==> src/rtl/bwt_stream_ctrl.sv <==
// bwt_stream_ctrl: one-frame-in-flight sequencer in front of the bwt_top core.
// Buffers an upstream frame, bursts it into the core, collects the result and drains it downstream.
module bwt_stream_ctrl #(
    parameter int STRING_LEN = 8,
    parameter int CHAR_W     = 8,
    parameter int TIMEOUT    = 1023
) (
    input  logic              clk,
    input  logic              rst,
    input  logic              s_valid,
    output logic              s_ready,
    input  logic [CHAR_W-1:0] s_data,
    input  logic              s_last,
    output logic              core_start,
    output logic [CHAR_W-1:0] core_char,
    input  logic [CHAR_W-1:0] core_out_char,
    input  logic              core_valid_out,
    output logic              m_valid,
    input  logic              m_ready,
    output logic [CHAR_W-1:0] m_data,
    output logic              m_last,
    output logic              busy,
    output logic              err_len,
    output logic              err_timeout
);
    localparam int CW = $clog2(STRING_LEN + 1);
    localparam int TW = $clog2(TIMEOUT + 1);
    localparam int IW = $clog2(STRING_LEN);
    localparam logic [CW-1:0] LAST_IDX = CW'(STRING_LEN - 1);
    localparam logic [CW-1:0] FULL     = CW'(STRING_LEN);
    localparam logic [TW-1:0] T_LAST   = TW'(TIMEOUT - 1);

    typedef enum logic [2:0] {LOAD, DROP, FEED, COLLECT, DRAIN} state_t;

    state_t            state, next_state;
    logic [CW-1:0]     k_cnt, j_cnt, n_cnt, p_cnt, j_nxt;
    logic [TW-1:0]     t_cnt;
    logic [CHAR_W-1:0] ibuf [STRING_LEN];
    logic [CHAR_W-1:0] obuf [STRING_LEN];

    logic              s_fire, m_fire, capture, full_now, feed_last;
    logic              s_ready_d, core_start_d, err_len_d, err_timeout_d;
    logic [CHAR_W-1:0] core_char_d;

    // Both streams: a beat transfers on a clock edge where valid && ready are both high;
    // the producer holds valid and payload unchanged until that edge.
    assign s_fire    = s_valid && s_ready;
    assign m_fire    = m_valid && m_ready;
    assign capture   = core_valid_out && (state == FEED || state == COLLECT) && (n_cnt != FULL);
    assign full_now  = (n_cnt == FULL) || (capture && n_cnt == LAST_IDX);
    assign feed_last = (j_cnt == LAST_IDX);
    assign j_nxt     = j_cnt + CW'(1);

    always_ff @(posedge clk or posedge rst) begin
        if (rst) begin
            state       <= LOAD;
            s_ready     <= 1'b0;
            core_start  <= 1'b0;
            core_char   <= '0;
            err_len     <= 1'b0;
            err_timeout <= 1'b0;
        end else begin
            state       <= next_state;
            s_ready     <= s_ready_d;
            core_start  <= core_start_d;
            core_char   <= core_char_d;
            err_len     <= err_len_d;
            err_timeout <= err_timeout_d;
        end
    end

    // Completion is tested before the timeout so a final beat on the last allowed cycle wins.
    always_comb begin
        next_state = state;
        case (state)
            LOAD:    if (s_fire && k_cnt == LAST_IDX) next_state = s_last ? FEED : DROP;
            DROP:    if (s_fire && s_last) next_state = LOAD;
            FEED:    if (feed_last) next_state = full_now ? DRAIN : COLLECT;
            COLLECT: begin
                if (full_now) next_state = DRAIN;
                else if (t_cnt == T_LAST) next_state = LOAD;
            end
            DRAIN:   if (m_fire && p_cnt == LAST_IDX) next_state = LOAD;
            default: next_state = LOAD;
        endcase
    end

    always_comb begin
        busy    = (state != LOAD);
        m_valid = (state == DRAIN);
        m_data  = '0;
        m_last  = 1'b0;
        if (state == DRAIN) begin
            m_data = obuf[p_cnt[IW-1:0]];
            m_last = (p_cnt == LAST_IDX);
        end
        s_ready_d    = (next_state == LOAD) || (next_state == DROP);
        core_start_d = (next_state == FEED);
        core_char_d  = '0;
        if (next_state == FEED) core_char_d = (state == LOAD) ? ibuf[0] : ibuf[j_nxt[IW-1:0]];
        err_len_d     = (state == LOAD) && s_fire && (s_last != (k_cnt == LAST_IDX));
        err_timeout_d = (state == COLLECT) && !full_now && (t_cnt == T_LAST);
    end

    always_ff @(posedge clk or posedge rst) begin
        if (rst) begin
            k_cnt <= '0;
            j_cnt <= '0;
            n_cnt <= '0;
            p_cnt <= '0;
            t_cnt <= '0;
            for (int i = 0; i < STRING_LEN; i++) begin
                ibuf[i] <= '0;
                obuf[i] <= '0;
            end
        end else begin
            if (state == LOAD && s_fire) begin
                ibuf[k_cnt[IW-1:0]] <= s_data;
                k_cnt <= (s_last || k_cnt == LAST_IDX) ? '0 : k_cnt + CW'(1);
            end
            j_cnt <= (state == FEED && !feed_last) ? j_nxt : '0;
            if (capture) begin
                obuf[n_cnt[IW-1:0]] <= core_out_char;
                n_cnt <= n_cnt + CW'(1);
            end else if (state != FEED && state != COLLECT) begin
                n_cnt <= '0;
            end
            t_cnt <= (state == COLLECT) ? t_cnt + TW'(1) : '0;
            if (m_fire) p_cnt <= (p_cnt == LAST_IDX) ? '0 : p_cnt + CW'(1);
        end
    end
endmodule

==> config.mk <==
export PLATFORM = sky130hd
export DESIGN_NAME = bwt_stream_ctrl
export DESIGN_NICKNAME = d
export VERILOG_FILES = /design/src/rtl/bwt_stream_ctrl.sv
export SDC_FILE = /design/constraint.sdc
export NUM_CORES = 1
export LEC_CHECK = 0
export ABC_AREA = 0
export BUFFER_PORTS_ARGS = -buffer_cell sky130_fd_sc_hd__buf_4
export CELL_PAD_IN_SITES_DETAIL_PLACEMENT = 1
export CELL_PAD_IN_SITES_GLOBAL_PLACEMENT = 2
export CORE_UTILIZATION = 47
export DETAILED_ROUTE_END_ITERATION = 16
export PLACE_DENSITY_LB_ADDON = 0.1
export SYNTH_ARGS = -nofsm -noshare
export SYNTH_HDL_FRONTEND = slang
export SYNTH_SLANG_ARGS = --single-unit
export TNS_END_PERCENT = 100
==> constraint.sdc <==
create_clock -name clk -period 7.87 [get_ports clk]
set_input_delay 0.787 -clock clk [delete_from_list [all_inputs] [get_ports clk]]
set_output_delay 0.787 -clock clk [all_outputs]
set_load 0.01 [all_outputs]
==> results of run 1 <==
==> how the worst max path moves through the flow <==
stage / slack (ns) / cells after the start / end / from
final: 4.52 / 4 / m_data[1] / p_cnt[0]
after global routing: 4.29 / 4 / m_data[1] / p_cnt[0]
after CTS: 4.42 / 4 / m_data[1] / p_cnt[0]
after detailed placement: 4.87 / 4 / m_data[1] / p_cnt[0]
after global placement: 4.94 / 4 / m_data[1] / p_cnt[0]
after floorplan: 2.51 / 1 / core_char[0] / rst
==> power breakdown <==
group          total, W  switching, W  leakage [nW]  internal (W)
clock          0.000798      0.000324         0.282      0.000474
combinational  0.000426      0.000172          1.48      0.000254
sequential      0.00113      0.000102          2.27       0.00103
==> metal layers <==
layer  share of wire  routed length [um]
met4          0.0072                 119
met5               0                   0
met1            0.49                8090
met3           0.030                 492
met2            0.47                7830
==> sequential cells by signal, summed over array words and instances, names as in the netlist <==
signal and cells:
ibuf 64, obuf 64, t_cnt 10, core_char 8, j_cnt 4, k_cnt 4, n_cnt 4, p_cnt 4
state 3, core_start 1, err_len 1, err_timeout 1, s_ready 1
==> area by class of cell <==
class	count	area (um^2)	share of cell area
flip-flops and latches	169	4230	0.478
well taps	216	270	0.0305
repair buffers	47	353	0.0399
multi-input cells	337	3380	0.382
clock inverters	7	66.3	0.00749
inverters	11	46.3	0.00523
clock buffers	24	502	0.0567
==> critical path: stages, from the launching register on <==
cell	delay (ns)
dfrtp_1	1.12
mux4_2	0.61
mux2i_1	0.14
nor2_1	0.09
buf_4	0.18
==> logic make-up after synthesis <==
logic type / share of synthesized area
and+or+nand+nor: 0.0958
muxes: 0.296
xor gates and xnor gates: 0.0136
AOI/OAI and AO/OA: 0.0183
buffers and inverters: 0.0166
adders and majority gates: 0.0129
DFF: 0.546
==> cell usage in the layout (no fill, tap or decap), types with 8 or more instances in the layout <==
master,n
dfrtp_1,169
nor3_1,11
mux2i_1,11
ha_1,8
mux4_2,32
mux2_2,127
nor2_1,39
clkbuf_16,17
xnor2_1,9
o22ai_1,8
nand2_1,20
buf_4,47
==> metrics by stage <==
step,cells,area (um^2)
after floorplan,538,7740
after global placement,780,8280
after detailed placement,780,8280
after CTS,811,8850
after global routing,811,8850
final,811,8850
==> reports/qor.txt, run 1 <==
Status - finished, final reports clean
Critical Path End Type - primary output
Most common flop cell mapped by yosys - dfrtp_1
Distinct cells, synth - 49
Total CTS buffers - 17
Routed WL - 16500 um
Core area - 0.0160 mm^2
Later-pin clock latency in the skew report - 0.42 ns
Layout Nets - 613
Critical path fanouts, max - 19
EDFF count, synth - 0
Met2 GRT Util - 0.335
Port bufs - 44
HP Start - t_cnt[0]
Flop-to-flop setup slack - 5.45 ns
Ys Warns - 0
Static Leakage - 4.04 nW
Fin crit period - 3.35 ns
Detailed Place HPWL - 10600 um
Antenna diodes - 0
Number of DRC markers in iteration 0 - 173
# resized after CTS - 0
Cell with the most instances after synthesis - dfrtp_1
Clock Path Buffers - 2
CTS tree - yes
Register area share after synthesis - 0.546
Final Skew - 0.00621 ns
Hold/Removal Path Class - flip-flop to flip-flop
Power Density - 266 mW/mm^2
Clk pin slew, worst setup/hold paths - 0.06 ns
Final hold violations - 0
Global-route wire length before repair - 26900 um
DRC violations left - 0
Crit path arrival time - 2.57 ns
Grt met3 use - 0.0480
Mapped Area - 0.00774 mm^2
Vias in the first global route - 4814
Max frequency - 0.298 GHz
Final Wtd Congestion - 0.711
RSZ-0062 raised after global routing - no
Clock sink count - 169
Hold slack final - 0.484 ns
Hold depth - 1
Die Span Y - 130 um
Final setup viols - 0
WL per Instance - 20.4 um
Total GRT Usage - 0.216
Mapped Cells - 538
Top cells by count, synth - 169 x dfrtp_1, 127 x mux2_2, 39 x nor2_1, 32 x mux4_2, 20 x nand2_1
Site Rows - 46
Vias per Instance - 5.60
GR Util met1 - 0.312
Max_cap viols - 0
Critical R2R Capture - ibuf[26]
TritonRoute pass-1 iters - 4
Share of flip-flops with an asynchronous set or reset - 1.00
Final TNS setup - 0 ns
Post-route ant nets - 0
H-tree depth - 4
Mean post-synth cell area - 14.4 um^2
Worst r2r src - state[0]
CP startpoint kind - flip-flop
Clk root buf - clkbuf_16
GR peak layer - met2
Postcts setup bufs - 0
Tcrit/Tclk final - 0.426
Yosys reg bits - 169
Syn Nets - 568
Synth area leader - dfrtp_1
Fillers - 1591
I/O Pins - 45
Dominant cells by area after synthesis - dfrtp_1 55%, mux2_2 18%, mux4_2 9.3%
Slew Limit Headroom - 0.222
Initial Util - 0.484
FF-to-FF path depth - 5
Worst slew pin tran - 1.17 ns
Die Area - 0.0170 mm^2
Worst Setup Slack post-DPL - 4.87 ns
Overflow after GRT - 0
Worst VDD drop - 0.199 mV
Share of the synthesized area in the top cell type - 0.546
Design Power - 0.00235 W
Sink of the worst hold path - t_cnt[0]
Largest net degree at the start of global routing - 87
Worst setup margin - 4.52 ns
Horiz. Die Dim - 130 um
Antenna violations before repair - 0
Share of cells above drive strength 1 - 0.430
Final core occ - 0.553
Final max-slew violation count - 0
WS Path Type - flip-flop to primary output
Via count - 4539
Required time worst endpoint - 7.08 ns
CTS Hold Bufs - 0
Area Growth Syn to Fin - 14.3%
No activity file was read; power rests on OpenSTA's default activity.
==> inputs of run 2 (changes only) <==
- CORE_UTILIZATION: 47 -> 40
- clock period: 7.87 -> 2.8 ns (I/O delays scaled with it)
==> reports/qor.txt, run 2 (synthesis gave the netlist of run 1 again) <==
Status - finished, final reports clean
Global-route wire length before repair - 29200 um
Critical Path End Type - primary output
Routed WL - 17300 um
Required time worst endpoint - 2.52 ns
Power Density - 744 mW/mm^2
Port bufs - 44
Flop-to-flop setup slack - 0.54 ns
Worst setup path endpoint - m_data[2]
Final max-slew violation count - 0
Max frequency - 0.411 GHz
Worst Setup Slack post-DPL - 0.527 ns
Fillers - 1887
Critical path fanouts, max - 16
Critical path's top delay family - multiplexers
Clock Path Buffers - 2
Largest registers - ibuf x64, obuf x64, t_cnt x10
Crit path arrival time - 2.15 ns
Critical R2R Capture - obuf[42]
Fin crit period - 2.43 ns
H-tree depth - 4
TritonRoute pass-1 iters - 4
Core area - 0.0188 mm^2
Sequential cell area - 0.00423 mm^2
Slowest stage delay, CP - 0.58 ns
Critical Path Source - p_cnt[0]
Critical path buffer and inverter count - 2
CTS Hold Bufs - 0
Final TNS setup - 0 ns
Via count - 4601
DRC violations left - 0
Most frequent cells in the layout - 169 x dfrtp_1, 127 x mux2_2, 56 x buf_4
Final Wtd Congestion - 0.721
Max_cap viols - 0
Clk root buf - clkbuf_16
Slew Limit Headroom - 0.366
CTS tree - yes
Hold/Removal Path Class - input pin to asynchronous set/reset pin
RSZ-0062 raised after global routing - no
Multi-input logic area - 0.00338 mm^2
Area Growth Syn to Fin - 16.5%
Detailed Place HPWL - 11500 um
Final setup viols - 0
Clk pin slew, worst setup/hold paths - 0.07 ns
Later-pin clock latency in the skew report - 0.42 ns
# resized after CTS - 0
Horiz. Die Dim - 141 um
CP dominant cell by count - buf_4
Antenna diodes - 0
Die Area - 0.0199 mm^2
Share of cells above drive strength 1 - 0.445
Final Cell Area - 0.00902 mm^2
Number of DRC markers in iteration 0 - 191
Total GRT Usage - 0.196
Post-route ant nets - 0
Worst slew pin tran - 0.951 ns
Worst r2r src - n_cnt[1]
Tcrit/Tclk final - 0.868
Layout Nets - 624
Final hold violations - 0
Postcts setup bufs - 0
Final Skew - 0.00886 ns
Worst VDD drop - 0.434 mV
Static Leakage - 4.10 nW
FF-to-FF path depth - 6
Initial Util - 0.411
I/O Pins - 45
Critical path cell sequence - buf_4 > mux4_2 > mux2i_1 > nor2_1 > buf_4
Total CTS buffers - 17
Antenna violations before repair - 0
WL per Instance - 19.9 um
DP Area - 0.00844 mm^2
WP depth - 5
Slowest CP cell - mux4_2
Worst setup margin - 0.369 ns
Clock sink count - 169
Vias in the first global route - 5110
Commonest non-fill, non-tap cell in the layout - dfrtp_1
Overflow after GRT - 0
WS Path Type - flip-flop to primary output
Vias per Instance - 5.31
Die Span Y - 141 um
CP startpoint kind - flip-flop
Largest net degree at the start of global routing - 170
Site Rows - 50
## run 2: cell count changes in the layout (fill, tap and decap cells not counted), sizes merged
cell and change:
buf +11, clkbuf -6, clkinvlp +2, inv +5
## run 2: final cells by class
cell class	instances	share of cell area
repair buffers	58	0.0510
clock inverters	14	0.0154
inverters	11	0.00499
multi-input cells	337	0.375
well taps	260	0.0361
clock buffers	18	0.0487
flip-flops and latches	169	0.469
## run 2: metrics by stage
step | hold slack [ns] | util | instances | total power (W)
floorplan | 0.415 | - | 538 | 0.00408
global placement | 0.471 | 0.448 | 835 | 0.00441
detailed placement | 0.480 | 0.448 | 835 | 0.00449
CTS | 0.120 | 0.479 | 867 | 0.00682
global route | 0.137 | 0.479 | 867 | 0.00709
finish | 0.0661 | 0.479 | 867 | 0.00672
## run 2: power by group
part	switching (W)	internal, W	total, W
Sequential	0.000278	0.00288	0.00316
Clock	0.00103	0.00127	0.00230
Combinational	0.000521	0.000736	0.00126
## run 2: metal layers
metal	GRT usage	share of wire	vias up
li1	-	-	2076
met1	0.280	0.49	2457
met2	0.306	0.47	55
met3	0.0316	0.025	13
met4	0.0601	0.012	0
met5	0	0	-
## run 2: worst reg2reg max path, stage by stage, from the launching register on
cell and delay (ns):
dfrtp_1 0.50, clkinv_1 0.26, ha_1 0.25, nand2_1 0.11, and4b_1 0.36, nand3_2 0.30, mux2_2 0.36
## run 2: how the worst min path moves through the flow
stage,slack (ns),cells past startpoint,from,end
finish,0.07,3,rst,core_char[6]
floorplan,0.41,1,s_data[1],ibuf[41]
global placement,0.47,1,ibuf[42],ibuf[42]
CTS,0.12,2,s_data[6],ibuf[46]
global route,0.14,3,rst,core_char[6]
detailed placement,0.48,1,ibuf[46],ibuf[46]
==> inputs of run 3 (changes only) <==
- RECOVER_POWER: default -> 100
==> reports/qor.txt, run 3 (synthesis gave the netlist of run 1 again) <==
Critical path's top delay family - simple AND/OR/NAND/NOR gates
RSZ-0062 raised after global routing - no
Share of cells above drive strength 1 - 0.379
Overflow after GRT - 0
WL per Instance - 19.9 um
GR peak layer - met2
Most frequent cells in the layout - 169 x dfrtp_1, 127 x mux2_2, 39 x nor2_1
CP startpoint kind - flip-flop
Vias per Instance - 5.32
Postcts setup bufs - 0
# resized after CTS - 0
TritonRoute pass-1 iters - 4
Final setup viols - 0
Antenna violations before repair - 0
Static Leakage - 3.96 nW
Horiz. Die Dim - 141 um
DRC violations left - 0
Largest net degree at the start of global routing - 170
Required time worst endpoint - 3.10 ns
H-tree depth - 4
Global-route wire length before repair - 29200 um
GR Util met1 - 0.280
Worst slew pin tran - 2.31 ns
Crit path arrival time - 2.79 ns
Max_cap viols - 1
CTS tree - yes
Largest registers - ibuf x64, obuf x64, t_cnt x10
Layout Nets - 624
Max frequency - 0.403 GHz
Die Span Y - 141 um
Final instance count without filler cells - 867
Power Density - 757 mW/mm^2
Site Rows - 50
Slowest CP cell - nor4b_1
Via count - 4610
Grt met3 use - 0.0316
Placed cell count - 835
Number of DRC markers in iteration 0 - 178
Clk root buf - clkbuf_16
Vias in the first global route - 5110
Clk pin slew, worst setup/hold paths - 0.07 ns
Critical path cell sequence - nor3_4 > nand2_1 > nor4b_1 > clkbuf_2 > mux2_2
Total GRT Usage - 0.196
Final max-slew violation count - 170
Detailed Place HPWL - 11500 um
Routed WL - 17300 um
Fin crit period - 2.48 ns
I/O Pins - 45
Area Growth Syn to Fin - 13.7%
Final Skew - 0.00864 ns
Clock Path Buffers - 2
Worst VDD drop - 0.435 mV
Total CTS buffers - 17
Failing checks - max-capacitance violations, max-slew violations
Tcrit/Tclk final - 0.886
Final hold violations - 0
Critical path fanouts, max - 8
Initial Util - 0.411
Later-pin clock latency in the skew report - 0.43 ns
Port bufs - 44
Status - finished with violations
Critical path buffer and inverter count - 1
Slew Limit Headroom - -0.539
Clock sink count - 169
Design Power - 0.00666 W
Commonest non-fill, non-tap cell in the layout - dfrtp_1
WS Path Type - flip-flop to flip-flop
Slowest stage delay, CP - 0.60 ns
Post-route ant nets - 0
Final Wtd Congestion - 0.721
Critical Path End Type - flip-flop
Die Area - 0.0199 mm^2
Met2 GRT Util - 0.306
CTS Hold Bufs - 0
Core area - 0.0188 mm^2
Hold/Removal Path Class - input pin to flip-flop
Final TNS setup - 0 ns
Antenna diodes - 0
==> run 3: cell count changes in the layout (fill, tap and decap cells not counted), moves of 2 or more <==
| cell | before | now |
|---|---|---|
| clkbuf_2 | 0 | 2 |
| clkbuf_1 | 0 | 27 |
| nand3_1 | 7 | 11 |
| nand4b_2 | 2 | 0 |
| buf_4 | 56 | 25 |
| nor3_1 | 11 | 14 |
| nor4b_1 | 0 | 2 |
| clkbuf_4 | 0 | 3 |
| nand3_2 | 4 | 0 |
| nor4b_4 | 2 | 0 |
| nor3_4 | 3 | 1 |
| nand4b_1 | 2 | 4 |
==> run 3: final timing paths <==
kind                            from           end  slack (ns)  cells past startpoint
max                         state[0]      ibuf[40]        0.32                      5
min                        s_data[6]      ibuf[46]        0.14                      2
max reg2reg                 state[0]      ibuf[40]        0.32                      5
min reg2reg                 t_cnt[0]      t_cnt[0]        0.49                      1
max in group asynchronous        rst      ibuf[43]        0.64                      3
min in group asynchronous        rst  core_char[6]        0.68                      3
==> run 3: worst register-to-register path, delay by kind of cell, from the launching register on <==
family                 cells  cell delay [ns]
and+or+nand+nor            3             1.10
buffers and inverters      1             0.41
DFF                        1             0.47
muxes                      1             0.38
==> run 3: cell type report <==
cell class	count	area (um^2)
clock buffer	18	439
clock inverter	14	139
fill	1916	10000
inverter	11	42.5
multi-input combinational	337	3290
sequential	169	4230
tap	260	325
timing repair buffer	58	342
==> run 3: through the flow <==
step,utilization,setup slack (ns),area (um^2),hold slack [ns]
2_1_floorplan,-,0.365,7740,0.415
3_3_place_gp,0.448,0.598,8440,0.471
3_5_place_dp,0.448,0.527,8440,0.480
4_1_cts,0.479,0.299,9020,0.120
5_1_grt,0.467,0.141,8800,0.137
6_report,0.467,0.318,8800,0.142
==> run 3: report_power, final <==
part           total [W]  switching (W)  internal, W
sequential       0.00315       0.000265      0.00288
combinational    0.00121       0.000510     0.000700
clock            0.00230        0.00103      0.00127
total            0.00666        0.00180      0.00485
==> run 3: layer usage <==
metal	vias to the layer above	wire [um]
met5	-	0
met4	0	207
met3	13	463
met2	53	8210
met1	2468	8420
li1	2076	-
